## config.mk

```make
export PLATFORM = sky130hd
export DESIGN_NAME = serial_adder_ctrl
export DESIGN_NICKNAME = d
export VERILOG_FILES = /design/src/rtl/serial_adder_ctrl.sv
export SDC_FILE = /design/constraint.sdc
export NUM_CORES = 1
export LEC_CHECK = 0
export ABC_CLOCK_PERIOD_IN_PS = 2100
export BUFFER_PORTS_ARGS = -buffer_cell sky130_fd_sc_hd__buf_2
export CAP_MARGIN = 10
export CORE_MARGIN = 1
export CORE_UTILIZATION = 54
export CTS_CLUSTER_SIZE = 12
export DETAILED_ROUTE_END_ITERATION = 10
export GPL_TIMING_DRIVEN = 0
export PLACE_DENSITY = 0.88
export SYNTH_ARGS = -nofsm -noshare
export SYNTH_HDL_FRONTEND = slang
export SYNTH_SLANG_ARGS = --single-unit
export TNS_END_PERCENT = 30
```

## constraint.sdc

```tcl
create_clock -name i_clk -period 2.1 [get_ports i_clk]
set_clock_uncertainty 0.15 [all_clocks]
set_input_delay 0.42 -clock i_clk [delete_from_list [all_inputs] [get_ports i_clk]]
set_output_delay 0.42 -clock i_clk [all_outputs]
set_load 0.03 [all_outputs]
```

## src/rtl/serial_adder_ctrl.sv

```systemverilog
// Bit-serial add/subtract sequencer: one full adder iterated WIDTH times, LSB first,
// with registered carry and ARM-style {N,Z,C,V} flags reported with a one-cycle done pulse.
module serial_adder_ctrl #(
  parameter int unsigned WIDTH = 64
) (
  input  logic             i_clk,
  input  logic             i_rst_n,
  input  logic             i_start,
  input  logic             i_op_sub,
  input  logic [WIDTH-1:0] i_a,
  input  logic [WIDTH-1:0] i_b,
  output logic             o_busy,
  output logic             o_done,
  output logic [WIDTH-1:0] o_result,
  output logic [3:0]       o_flags
);

  localparam int unsigned CNT_W = $clog2(WIDTH);
  localparam logic [CNT_W-1:0] LAST_CNT = CNT_W'(WIDTH - 1);

  typedef enum logic [1:0] {
    StIdle = 2'd0,
    StRun  = 2'd1,
    StDone = 2'd2
  } state_e;

  state_e           r_state;
  logic [WIDTH-1:0] r_a_sh;
  logic [WIDTH-1:0] r_b_sh;
  logic [WIDTH-1:0] r_result;
  logic             r_carry;
  logic [CNT_W-1:0] r_cnt;
  logic             r_busy;
  logic             r_done;
  logic [3:0]       r_flags;

  logic             w_sum;
  logic             w_cout;
  logic [WIDTH-1:0] w_res_next;
  logic             w_ready;

  // The single shared full adder.
  assign w_sum      = r_a_sh[0] ^ r_b_sh[0] ^ r_carry;
  assign w_cout     = (r_a_sh[0] & r_b_sh[0]) | (r_carry & (r_a_sh[0] ^ r_b_sh[0]));
  assign w_res_next = {w_sum, r_result[WIDTH-1:1]};
  assign w_ready    = (r_state == StIdle) || (r_state == StDone);

  always_ff @(posedge i_clk or negedge i_rst_n) begin
    if (!i_rst_n) begin
      r_state  <= StIdle;
      r_a_sh   <= '0;
      r_b_sh   <= '0;
      r_result <= '0;
      r_carry  <= 1'b0;
      r_cnt    <= '0;
      r_busy   <= 1'b0;
      r_done   <= 1'b0;
      r_flags  <= 4'b0000;
    end else begin
      r_done <= 1'b0;
      case (r_state)
        StIdle, StDone: begin
          if (i_start && w_ready) begin
            // Subtraction as A + ~B + 1: invert B on capture, preset carry-in.
            r_a_sh   <= i_a;
            r_b_sh   <= i_op_sub ? ~i_b : i_b;
            r_carry  <= i_op_sub;
            r_cnt    <= '0;
            r_result <= '0;
            r_flags  <= 4'b0000;
            r_busy   <= 1'b1;
            r_state  <= StRun;
          end else begin
            r_busy  <= 1'b0;
            r_state <= StIdle;
          end
        end
        StRun: begin
          r_result <= w_res_next;
          r_carry  <= w_cout;
          r_a_sh   <= {1'b0, r_a_sh[WIDTH-1:1]};
          r_b_sh   <= {1'b0, r_b_sh[WIDTH-1:1]};
          r_cnt    <= r_cnt + 1'b1;
          if (r_cnt == LAST_CNT) begin
            // r_carry is the carry into the MSB here; V compares it with the carry out.
            r_flags <= {w_res_next[WIDTH-1], (w_res_next == '0), w_cout, r_carry ^ w_cout};
            r_busy  <= 1'b0;
            r_done  <= 1'b1;
            r_state <= StDone;
          end
        end
        default: begin
          r_busy  <= 1'b0;
          r_state <= StIdle;
        end
      endcase
    end
  end

  assign o_busy   = r_busy;
  assign o_done   = r_done;
  assign o_result = r_result;
  assign o_flags  = r_flags;

endmodule

```

Word level (Yosys, flattened, before mapping)
Index checks and enable logic that the tools add are counted.
{"block": "totals", "regBits": 207, "inputBits": 132, "output_inout_bits": 70, "wordCells": 52}
{"block": "op_classes", "add_sub_neg": 1, "eq_ne": 5, "n_mux": 22, "bitwise": 7, "reduce_logical": 8}
{"op": "case mux 64 bit (2 select lines)", "count": 3}
{"op": "2-to-1 mux 64 bit", "count": 4}
{"op": "logical NOT 64 bit", "count": 1}
{"op": "NOT 64 bit", "count": 1}
{"op": "case mux 6 bit (2 select lines)", "count": 1}
{"op": "2-to-1 mux 4 bit", "count": 2}
{"op": "case mux 4 bit (2 select lines)", "count": 1}
{"op": "adder 6 x 1 -> 6 bit, second input constant", "count": 1}
{"op": "equality test 6 bit, second input constant", "count": 1}
{"op": "2-to-1 mux 1 bit", "count": 6}
{"op": "2-to-1 mux 6 bit", "count": 1}
{"op": "!= test 2 bit, second input constant", "count": 2}
{"op": "case mux 1 bit (2 select lines)", "count": 2}
{"op": "case mux 2 bit (2 select lines)", "count": 1}
{"op": "AND reduction 3 bit", "count": 1}
{"op": "XOR 1 bit", "count": 3}
{"op": "AND 1 bit", "count": 2}
{"op": "equality test 2 x 1 -> 1 bit, second input constant", "count": 1}
{"op": "equality test 2 bit, second input constant", "count": 1}
{"op": "logical NOT 2 bit", "count": 1}
{"op": "2-to-1 mux 2 bit", "count": 1}
{"op": "AND reduction 2 bit", "count": 1}
{"op": "nonzero test 2 bit", "count": 1}
{"op": "OR reduction 2 bit", "count": 1}
{"op": "3 further kinds", "count": 3}

Logic depth before layout (Yosys ltp)
Gate-level depths: netlist of run 1.
{"block": "logic_depth", "word_depth": 6, "ltp_mapped": 7, "mapped_depth_nobuf": 6}

Worst setup path after synthesis of run 1
OpenSTA, ideal clock, no wires.
{"block": "synth_timing", "kind": "register to register", "from": "register r_a_sh[0]", "to": "register r_flags[2] (netlist: o_flags[2])", "setup_time_ns": 0.078, "arrival_time_ns": 1.704, "required_time_ns": 1.872, "setup_slack_ns": 0.169, "path_stages_with_launch": 7, "n_path_buf": 0, "period_less_slack_ns": 1.931, "path_cell_list": "dfrtp_1 -> inv_1 -> fa_1 -> nor4b_1 -> nand4_1 -> or4_1 -> o21ai_1"}
{"block": "synth_between", "elab_chain_cells": 5}
{"element": "from (decl)", "line": "28", "text": "logic [WIDTH-1:0] r_a_sh;"}
{"element": "from (signal assigned)", "line": "65", "text": "r_a_sh <= i_a;"}
{"element": "from (signal assigned)", "line": "81", "text": "r_a_sh <= {1'b0, r_a_sh[WIDTH-1:1]};"}
{"element": "XOR 1 bit (2 in a row)", "line": "43", "text": "assign w_sum = r_a_sh[0] ^ r_b_sh[0] ^ r_carry;"}
{"element": "logical NOT 64 bit", "line": "86", "text": "r_flags <= {w_res_next[WIDTH-1], (w_res_next == '0), w_cout, r_carry ^ w_cout};"}
{"element": "2-to-1 mux 4 bit", "line": "84", "text": "if (r_cnt == LAST_CNT) begin"}
{"element": "case mux 4 bit (2 select lines)", "line": "61", "text": "case (r_state)"}
{"element": "to (signal assigned)", "line": "86"}
{"element": "to (decl)", "line": "35", "text": "logic [3:0] r_flags;"}
No other way between the ends. The select of a mux whose other input is x is not followed.
A chain may end at the register's enable or synchronous reset.

Final worst setup path of run 1
Ends and elaborated chain as after synthesis.

==> results of run 1 <==
[synthesized netlist by cell type (all sizes together)]
| cell | n |
|---|---|
| and4 | 1 |
| nand2 | 131 |
| nor3 | 1 |
| nand4 | 6 |
| dfrtp | 207 |
| nand3 | 5 |
| o21ai | 8 |
| a22o | 65 |
| ha | 1 |
| and2b | 1 |
| nand2b | 2 |
| mux2 | 2 |
| xor2 | 1 |
| xnor2 | 65 |
| a21o | 1 |
| inv | 6 |
| a221o | 65 |
| nor4b | 1 |
| o31ai | 1 |
| nor4 | 15 |
| o211ai | 1 |
| clkbuf | 25 |
| nor2 | 68 |
| fa | 1 |
| or4 | 1 |
| a22oi | 62 |
| nor2b | 1 |
| buf | 41 |
[cells in the final DEF (no fill, tap or decap), types with 3 or more instances in the layout]
| cell type | instances |
|---|---|
| xnor2_1 | 65 |
| dlygate4sd3_1 | 36 |
| a221o_1 | 65 |
| a22o_1 | 63 |
| nand4_1 | 6 |
| buf_1 | 3 |
| a22oi_1 | 62 |
| nor2_1 | 67 |
| clkbuf_1 | 30 |
| clkinv_2 | 4 |
| nand2_1 | 131 |
| nor4_2 | 3 |
| nand3_1 | 5 |
| o21ai_0 | 7 |
| clkbuf_16 | 23 |
| inv_1 | 4 |
| buf_2 | 235 |
| dfrtp_1 | 207 |
| nor4_1 | 12 |
[worst max-delay path, stage by stage, from the launching register on]
cell and delay (ns):
dfrtp_1 0.34, inv_2 0.05, fa_2 0.59, nor4b_4 0.23
nand4_1 0.12, or4_4 0.45, o21ai_2 0.12
[final cells by class]
| class | instances | area share [%] |
|---|---|---|
| plain buffers | 66 | 2.71 |
| multi-input cells | 506 | 30.2 |
| repair buffers | 238 | 12.5 |
| clock inverters | 4 | 0.179 |
| flip-flops and latches | 207 | 46.2 |
| inverters | 6 | 0.201 |
| clock buffers | 30 | 5.55 |
| well taps | 216 | 2.41 |
[state kept, by name, summed over array words and instances (netlist names)]
register,count
r_carry,1
r_a_sh,64
o_done,1
r_b_sh,64
o_result,64
o_busy,1
o_flags,4
r_state,2
r_cnt,6
[routing by layer]
layer	vias to the layer above	track usage, %	share of wire [%]
li1	3374	-	-
met1	3572	34.9	42
met2	297	43.5	49
met3	43	4.88	6.8
met4	0	8.00	2.2
met5	-	0	0
[report_power, final]
group | switching [µW] | internal (µW) | total [µW]
combinational | 4020 | 2890 | 6900
sequential | 1210 | 5620 | 6830
clock | 1480 | 2050 | 3520
[worst paths after layout]
path	startpoint	endpoint	slack, ns
worst max-delay path	r_a_sh[0]	o_flags[2]	-0.03
worst min-delay path	i_a[20]	r_a_sh[20]	-0.007
worst max register to register	r_a_sh[0]	o_flags[2]	-0.03
worst min register to register	r_a_sh[48]	r_a_sh[48]	0.33
max in group asynchronous	i_rst_n	r_b_sh[6]	0.44
min in group asynchronous	i_rst_n	o_result[31]	0.37
[per-stage QoR]
stage	instance area, µm²	worst slack (ns)	hold WS, ns	TNS (ns)	total power (µW)
6_report	11200	-0.0307	-0.00724	-0.0307	17300
2_1_floorplan	8870	0.169	-0.0256	0	11500
4_1_cts	11200	-0.0549	0.000228	-0.0549	17200
5_1_grt	11200	-0.113	0.00424	-0.113	18300
3_5_place_dp	10200	-0.242	0.314	-0.242	13500
3_3_place_gp	10100	-2.85	0.308	-588.34	13200
[kinds of logic (layout without fill, tap and decap cells)]
family          count (synthesis)  after routing  synth area share [%]
xor+xnor                       66             66                  6.52
mux                             2              2                 0.254
fa+ha+maj                       2              2                 0.367
flops                         207            207                  58.4
compound gates                203            203                  19.7
buf+inv                        72            344                  3.68
simple gates                  233            233                  11.1
[timing repair]
action	4_1_cts	5_1_grt
buffers inserted	1	0
resized for setup	5	2
endpoints found under the hold margin	126	0
endpoints found under the setup margin	1	1
pin swaps	2	0
hold buffers	36	0
==> key figures, run 1 <==
Outcome
  • Status: finished, violations left
  • Failing checks: hold timing, setup timing

Die
  • Total die area: about 17,000 µm²
  • Starting density of the core: between 50% and 60%
  • Row count: between 40 and 50
  • Die X: 130 µm
  • Die Y: ~130 µm
  • Ports: between 200 and 250
  • Core Area: between 15,000 and 20,000 µm²

Drt
  • Via/cell ratio: approximately 5.7
  • Routed vias: about 7,300
  • Drt wl/cell: 17.4 µm
  • Drt drc: 0
  • DR iter-0 viols: 529
  • DRT Pass-1 Iters: 5
  • Final ANT Viol Nets: 0
  • Total Routed Length: about 22,000 µm

Synth
  • Cell taking the most area after synthesis: dfrtp_1
  • Sequential area share after synthesis: between 50% and 60%
  • Synthesized Nets: a little over 900
  • Mapped Area: 8870 µm²
  • Post-Synthesis Cells: 785
  • Mapped Avg Cell Area: between 10 and 15 µm²
  • Warnings from Yosys: 0
  • Synth top area cells: dfrtp_1 58%, a221o_1 7.3%, xnor2_1 6.4%, a22o_1 6.2%, nand2_1 5.5%
  • Register bit total from synthesis: between 200 and 250
  • Yosys top cell area share: 58.4%
  • Yosys cell types: 35

Cells and area
  • Synth-to-layout area growth: 26.4%
  • Final net count: 1,181
  • Finished Layout Cells: around 1,300
  • Diode count: 0
  • Storage element area: 5180 µm²
  • Fillers: 1,127
  • Share of cells above drive strength 1: 26.8%
  • Final Core Density: 70.3%
  • Footprint of the multi-input gates: 3390 µm²

Critical path
  • CP arrival: 2.39 ns
  • Crit path capture type: flip-flop
  • Crit path launch type: flip-flop
  • CP required: 2.36 ns
  • Critical path peak fanout: 2
  • Crit path kind: flip-flop to flip-flop
  • R2R cell count: 6

Timing
  • WHS: -0.00724 ns
  • Final hold violations: 1
  • Tmin final: around 2.1 ns
  • Worst-Margin Slew: about 0.66 ns
  • F_max: around 470 MHz
  • Post-route clock period utilization: 101%
  • PnR worst setup slack: -0.0307 ns
  • Final Max Slew Viols: 0
  • Slew HR: between 50 and 60%
  • Final setup vio count: 1
  • Unrepaired setup endpoints after global routing: true

Global routing
  • Pin count of the biggest net entering global routing: 117
  • GRT Overall Usage: about a quarter
  • Initial antenna violation count: 0
  • Vias in the first global route: 6,990
  • Grt total ovfl: 0
  • Global-route wire length before repair: around 35,000 µm

Place
  • GP Congestion: ~0.8
  • DP HPWL: ~14,000 µm
  • Number of instances in the placed design: 1,202
  • Port Buffers: 200

Run
  • MaxCap Viol Count: 0

Clocking
  • Clk slew on worst S/H paths: about 0.060 ns
  • Clock latency on the worst-skew pair: a little under 0.5 ns
  • Max clock buf depth: 3
  • Clock root buffer: clkbuf_16
  • CTS tree: yes
  • Total CTS buffers: 22
  • CTS Sinks: 207
  • H-tree depth: 1

Power
  • VDD IR-drop max: between 0.7 and 0.8 mV
  • Pwr Density: 1540 nW/µm²
  • Leak: 0.00552 µW

Worst hold path
  • Hold Crit Depth: 3
  • Worst min-delay path class: input port to flip-flop
No activity file was read; power rests on OpenSTA's default activity.
==> run 2: changes to the inputs <==
ABC_AREA = 1   (was unset)
PLACE_DENSITY = 0.87   (was 0.88)
==> key figures, run 2 <==
Timing
  • Tmin final: 1.81 ns (-0.326 ns)
  • F_max: 554 MHz (+18%)
  • Final setup vio count: 0 (-1)
  • Post-route clock period utilization: 86.0% (-16 points)
  • Slew HR: 48.4% (-7.3 points)
  • Final hold violations: 0 (-1)
  • Unrepaired setup endpoints after global routing: false
  • Setup TNS: 0 ns (+0.0307 ns)
  • Final Max Slew Viols: 0 (unchanged)
  • Worst-Margin Slew: 0.774 ns (+0.110 ns)
  • PnR worst setup slack: 0.295 ns (+0.326 ns)

Worst hold path
  • Worst min-delay path class: input port to flip-flop

Critical path
  • Stages on the worst setup path: 5 (-1)
  • Crit path kind: flip-flop to flip-flop
  • Buf+Inv Stages, Crit Path: 2 (+1)
  • Critical path endpoint: r_a_sh[30]
  • Crit path launch type: flip-flop
  • R2R cell count: 5 (-1)
  • CP arrival: 2.08 ns (-0.31 ns)
  • Crit path cell chain: nor2_4 -> buf_4 -> clkbuf_1 -> nand2_1 -> nand3_1
  • Worst path top cell family by delay: buffers and inverters
  • Critical path's largest stage delay: 0.45 ns (-0.14 ns)
  • Reg-to-reg endpoint: r_a_sh[30]
  • Reg2reg setup slack: 0.29 ns (+0.33 ns)
  • CP required: 2.37 ns (about the same)
  • Critical Path Source: r_state[0]
  • Critical path peak fanout: 10 (+8)
  • CP max-delay cell: clkbuf_1
  • Crit path capture type: flip-flop
  • Critical R2R Launch: r_state[0]

Synth
  • XOR/XNOR Fraction of Synth Area: 4.77% (-1.7 points)
  • Top_reg_cell synth: dfrtp_1
  • Synth cell count leaders: 317 x nand2_1, 207 x dfrtp_1, 88 x inv_1
  • Yosys top cell area share: 56.5% (-1.9 points)
  • Post-Synthesis Cells: 1,024 (+30%)
  • Mapped Area: 9180 µm² (+3.4%)
  • Synth Area in Simple Gates: 19.4% (+8.3 points)
  • Top-count cell post-synth: nand2_1
  • Adder-cell area share of the yosys netlist: 0.355% (-0.012 points)
  • Largest family of logic cells by synthesized area: simple AND/OR/NAND/NOR gates
  • Synth top area cells: dfrtp_1 56%, nand2_1 13%, xnor2_1 4.8%, o22ai_1 4.3%, nand3_1 4.1%
  • Share of flip-flops with an asynchronous set or reset: 100% (unchanged)
  • Mapped Avg Cell Area: 8.96 µm² (-21%)
  • Cell taking the most area after synthesis: dfrtp_1
  • Sequential area share after synthesis: 56.5% (-1.9 points)
  • Synth Area in Compound Gates: 11.9% (-7.8 points)
  • Mux contribution to synthesized area: 0% (-0.25 points)
  • Synthesized Nets: 1,158 (+26%)
  • Register bit total from synthesis: 207 (unchanged)
  • Yosys cell types: 26 (-26%)
  • Warnings from Yosys: 0 (unchanged)
  • EDFF count, synth: 0 (unchanged)

Power
  • VDD IR-drop max: 0.656 mV (-13%)
  • Leak: 0.00551 µW (-0.29%)
  • Pwr Density: 705 nW/µm² (-54%)

Drt
  • DRT Pass-1 Iters: 5 (unchanged)
  • Total Routed Length: 23,400 µm (+5.6%)
  • DR iter-0 viols: 653 (+23%)
  • Drt wl/cell: 15.5 µm (-11%)
  • Via/cell ratio: 5.32 (-7.1%)
  • Routed vias: 8,031 (+10%)
  • Final ANT Viol Nets: 0 (unchanged)
  • Drt drc: 0 (unchanged)

Place
  • DP HPWL: 15,900 µm (+11%)
  • Port Buffers: 200 (unchanged)
  • Number of instances in the placed design: 1,445 (+20%)
  • Pre-CTS WS: 0.196 ns (+0.439 ns)
  • GP Congestion: 0.848 (+5.8%)

Cells and area
  • Most frequent cells in the layout: 317 x nand2_1, 231 x buf_2, 207 x dfrtp_1, 88 x inv_1, 76 x nand3_1
  • Most common cell after layout, fill and taps aside: nand2_1
  • Synth-to-layout area growth: 24.8%
  • Share of cells above drive strength 1: 21.5% (-5.3 points)
  • Finished Layout Cells: 1,511 (+19%)
  • Final net count: 1,411 (+19%)

Global routing
  • Pin count of the biggest net entering global routing: 106 (-9.4%)
  • GRT Overall Usage: 26.9% (+0.78 points)
  • Vias in the first global route: 7,665 (+9.7%)
  • Global-route wire length before repair: 37,900 µm (+9.1%)
  • Grt total ovfl: 0 (unchanged)
  • Initial antenna violation count: 1 (+1)

Clocking
  • Clk slew on worst S/H paths: 0.06 ns (about the same)
  • CTS Sinks: 207 (unchanged)
  • Clock root buffer: clkbuf_16
  • Max clock buf depth: 3 (unchanged)
  • CTS tree: yes
  • H-tree depth: 1 (unchanged)
  • Total CTS buffers: 22 (unchanged)
  • Clock latency on the worst-skew pair: 0.50 ns (about the same)

Die
  • Row count: 47 (+2.2%)
  • Ports: 202 (unchanged)
  • Core Area: 16,600 µm² (+4.0%)
  • Total die area: 17,500 µm² (+3.4%)
  • Die X: 132 µm (+1.7%)
  • Starting density of the core: 55.3% (-0.32 points)
  • Die Y: 132 µm (+1.7%)

Outcome
  • Status: finished clean

Run
  • MaxCap Viol Count: 0 (unchanged)
## run 2: worst min-delay path by stage
| stage | start | endpoint | slack (ns) | cells after the start |
|---|---|---|---|---|
| after floorplan | i_rst_n | o_busy | -0.03 | 0 |
| after global placement | o_flags[0] | o_flags[0] | 0.30 | 2 |
| after detailed placement | o_flags[0] | o_flags[0] | 0.31 | 2 |
| after CTS | i_a[50] | r_a_sh[50] | 0.0001 | 3 |
| after global routing | i_a[50] | r_a_sh[50] | 0.005 | 3 |
| final | i_a[58] | r_a_sh[58] | 0.008 | 3 |
## run 2: final cells by class
| cell class | instances | area [µm²] |
|---|---|---|
| Antenna cell | 1 | 2.50 |
| Sequential cell | 207 | 5180 |
| Buffer | 65 | 310 |
| Inverter | 91 | 342 |
| Tap cell | 220 | 275 |
| Fill cell | 1309 | 5130 |
| Timing Repair Buffer | 229 | 1320 |
| Clock buffer | 36 | 674 |
| Multi-Input combinational cell | 661 | 3340 |
| Clock inverter | 1 | 5.00 |
## run 2: logic make-up (layout without fill, tap and decap cells)
group	count (synthesis)	after routing
xor gates and xnor gates	50	50
adders and majority gates	2	2
and+or+nand+nor	442	442
buffers and inverters	156	422
other	0	1
DFF	207	207
AOI/OAI and AO/OA	167	167
## run 2: metrics by stage
stage / hold slack (ns) / area, µm² / power [µW] / utilization, %
2_1_floorplan: -0.0256 / 9180 / 4180 / -
3_3_place_gp: 0.300 / 10500 / 4420 / 63.0
3_5_place_dp: 0.310 / 10500 / 4430 / 63.2
4_1_cts: 0.0000963 / 11400 / 8130 / 69.0
5_1_grt: 0.00475 / 11500 / 8350 / 69.1
6_report: 0.00774 / 11500 / 8080 / 69.1
## run 2: power breakdown
group,total [µW],switching (µW),leakage (µW),internal [µW]
clock,3670,1500,0.000333,2170
combinational,409,214,0.00281,195
sequential,3990,1.88,0.00237,3990
total,8080,1720,0.00551,6360
## run 2: per-layer routing
metal	routed length (µm)	global-route usage (%)
met1	10000	37.3
met2	11200	43.8
met3	1560	3.77
met4	588	9.20
met5	0	0
## run 2: tightest hold or removal path, stage by stage
cell	delay, ns
buf_2	0.08
nand2_1	0.04
nand3_1	0.07
## run 2: repair_timing
item / 4_1_cts / 5_1_grt
buffers inserted: 0 / 0
resized for setup: 0 / 0
hold buffers: 28 / 0
endpoints found under the hold margin: 129 / 0
==> run 3: changes to the inputs <==
ABC_CLOCK_PERIOD_IN_PS = 2200   (was 2100)
CORE_ASPECT_RATIO = 0.8   (was unset)
CORE_UTILIZATION = 59   (was 54)
PLACE_DENSITY = 0.94   (was 0.87)
clock period = 2.2 ns   (was 2.1 ns; I/O delays follow)
==> key figures, run 3 (synthesis results as in run 2) <==
Outcome
  • Status: finished clean

Place
  • GP Congestion: 0.898 (+5.9%)
  • Cell Area, Placed: 10,500 µm² (-0.12%)
  • Pre-CTS WS: 0.290 ns (+0.0943 ns)
  • Port Buffers: 200 (unchanged)
  • DP HPWL: 16,400 µm (+3.4%)

Cells and area
  • Storage element area: 5180 µm² (unchanged)
  • Share of cells above drive strength 1: 21.7% (+0.26 points)
  • Most common cell after layout, fill and taps aside: nand2_1
  • Most frequent cells in the layout: 317 x nand2_1, 231 x buf_2, 207 x dfrtp_1, 88 x inv_1, 76 x nand3_1
  • Footprint of the multi-input gates: 3340 µm² (unchanged)
  • Design area: 11,100 µm² (-3.1%)
  • Diode count: 0 (-1)
  • Fillers: 1,099 (-16%)
  • Final net count: 1,386 (-1.8%)
  • Synth-to-layout area growth: 20.9%

Power
  • VDD IR-drop max: 0.464 mV (-29%)
  • Total power: 7330 µW (-9.2%)
  • Pwr Density: 661 nW/µm² (-6.3%)
  • Leak: 0.00536 µW (-2.7%)

Die
  • Die X: 141 µm (+6.9%)
  • Starting density of the core: 60.7% (+5.4 points)
  • Die Y: 114 µm (-14%)
  • Core Area: 15,100 µm² (-8.9%)
  • Ports: 202 (unchanged)
  • Total die area: 16,100 µm² (-8.3%)
  • Row count: 40 (-15%)

Clocking
  • CTS tree: yes
  • CTS Sinks: 207 (unchanged)
  • Total CTS buffers: 21 (-4.5%)
  • Post-CTS Setup Repair Bufs: 0 (unchanged)
  • Clk slew on worst S/H paths: 0.06 ns (about the same)
  • Clock latency on the worst-skew pair: 0.50 ns (about the same)
  • Clock root buffer: clkbuf_16
  • H-tree depth: 1 (unchanged)
  • Max clock buf depth: 3 (unchanged)

Global routing
  • Pin count of the biggest net entering global routing: 123 (+16%)
  • Global-route wire length before repair: 38,300 µm (+1.2%)
  • GRT Overall Usage: 30.4% (+3.5 points)
  • Grt total ovfl: 0 (unchanged)
  • Vias in the first global route: 7,708 (+0.56%)
  • Initial antenna violation count: 0 (-1)

Timing
  • Tmin final: 1.81 ns (+0.00515 ns)
  • Final setup vio count: 0 (unchanged)
  • Final Max Slew Viols: 0 (unchanged)
  • Worst-Margin Slew: 0.901 ns (+0.128 ns)
  • WHS: 0.0182 ns (+0.0104 ns)
  • Setup TNS: 0 ns (unchanged)
  • Unrepaired setup endpoints after global routing: false
  • Final hold violations: 0 (unchanged)
  • F_max: 552 MHz (-0.28%)
  • Slew HR: 39.9% (-8.5 points)
  • PnR worst setup slack: 0.390 ns (+0.0949 ns)
  • Post-route clock period utilization: 82.3% (-3.7 points)

Worst hold path
  • Hold EP: r_a_sh[5]
  • Hold Startpoint: i_a[5]
  • Hold Crit Depth: 3 (unchanged)
  • Worst min-delay path class: input port to flip-flop

Critical path
  • Reg-to-reg endpoint: o_flags[2]
  • Crit path kind: flip-flop to flip-flop
  • Critical R2R Launch: r_a_sh[0]
  • CP required: 2.49 ns (+0.12 ns)
  • R2R cell count: 10 (+5)
  • Crit path launch type: flip-flop
  • Critical path peak fanout: 2 (-8)
  • Reg2reg setup slack: 0.39 ns (+0.09 ns)
  • Crit path capture type: flip-flop
  • CP arrival: 2.10 ns (+0.02 ns)

Drt
  • Via/cell ratio: 5.61 (+5.6%)
  • Final ANT Viol Nets: 0 (unchanged)
  • DRT Pass-1 Iters: 5 (unchanged)
  • Drt wl/cell: 16.2 µm (+4.4%)
  • Routed vias: 8,230 (+2.5%)
  • Drt drc: 0 (unchanged)
  • Total Routed Length: 23,700 µm (+1.3%)
  • DR iter-0 viols: 706 (+8.1%)

Run
  • MaxCap Viol Count: 0 (unchanged)
-- run 3: cell types whose count changed in the layout (fill, tap and decap cells not counted), sizes merged --
cell         change
clkbuf          -11
diode            -1
dlygate4sd3     -24
inv              +1
-- run 3: routing by layer --
metal	GRT usage [%]	vias to the layer above	share of wire, %
li1	-	3819	-
met1	43.8	3914	43
met2	46.7	431	46
met3	5.67	66	8.3
met4	11.3	0	3.1
met5	0	-	0
-- run 3: worst max path at each step --
stage,slack [ns],startpoint,endpoint,cells past startpoint
floorplan,0.62,r_a_sh[0],o_flags[2],10
global placement,-2.83,i_rst_n,r_b_sh[26],1
detailed placement,0.29,i_start,r_a_sh[0],8
CTS,0.37,r_a_sh[0],o_flags[2],10
global route,0.22,r_a_sh[0],o_flags[2],10
finish,0.39,r_a_sh[0],o_flags[2],10
-- run 3: per-stage QoR --
step	cells	util, %
global placement	1434	69.1
CTS	1466	73.4
global route	1466	73.4
finish	1466	73.4
detailed placement	1435	69.3
floorplan	1024	-
-- run 3: layout make-up --
| cell class | count | area share, % |
|---|---|---|
| flip-flops and latches | 207 | 46.7 |
| multi-input cells | 661 | 30.1 |
| repair buffers | 205 | 9.72 |
| clock buffers | 25 | 5.05 |
| inverters | 91 | 3.08 |
| plain buffers | 65 | 2.80 |
| well taps | 210 | 2.37 |
| clock inverters | 2 | 0.124 |
-- run 3: report_power, final --
part           switching, µW  total, µW  internal, µW
Combinational            195        353           158
Clock                   1390       3170          1780
Sequential              1.72       3810          3810
-- run 3: critical path, stage by stage (launching register included) --
cell and delay, ns:
dfrtp_1 0.33, inv_1 0.07, fa_1 0.53, inv_1 0.05, nor2_1 0.08, nand2_1 0.08
nor2_1 0.10, nand2_1 0.06, nor2_1 0.15, nand3_1 0.09, nand2_1 0.06
-- run 3: timing repair --
item,4_1_cts,5_1_grt
hold buffers,4,0
hold endpoints to repair,124,0
gates resized for setup,0,0
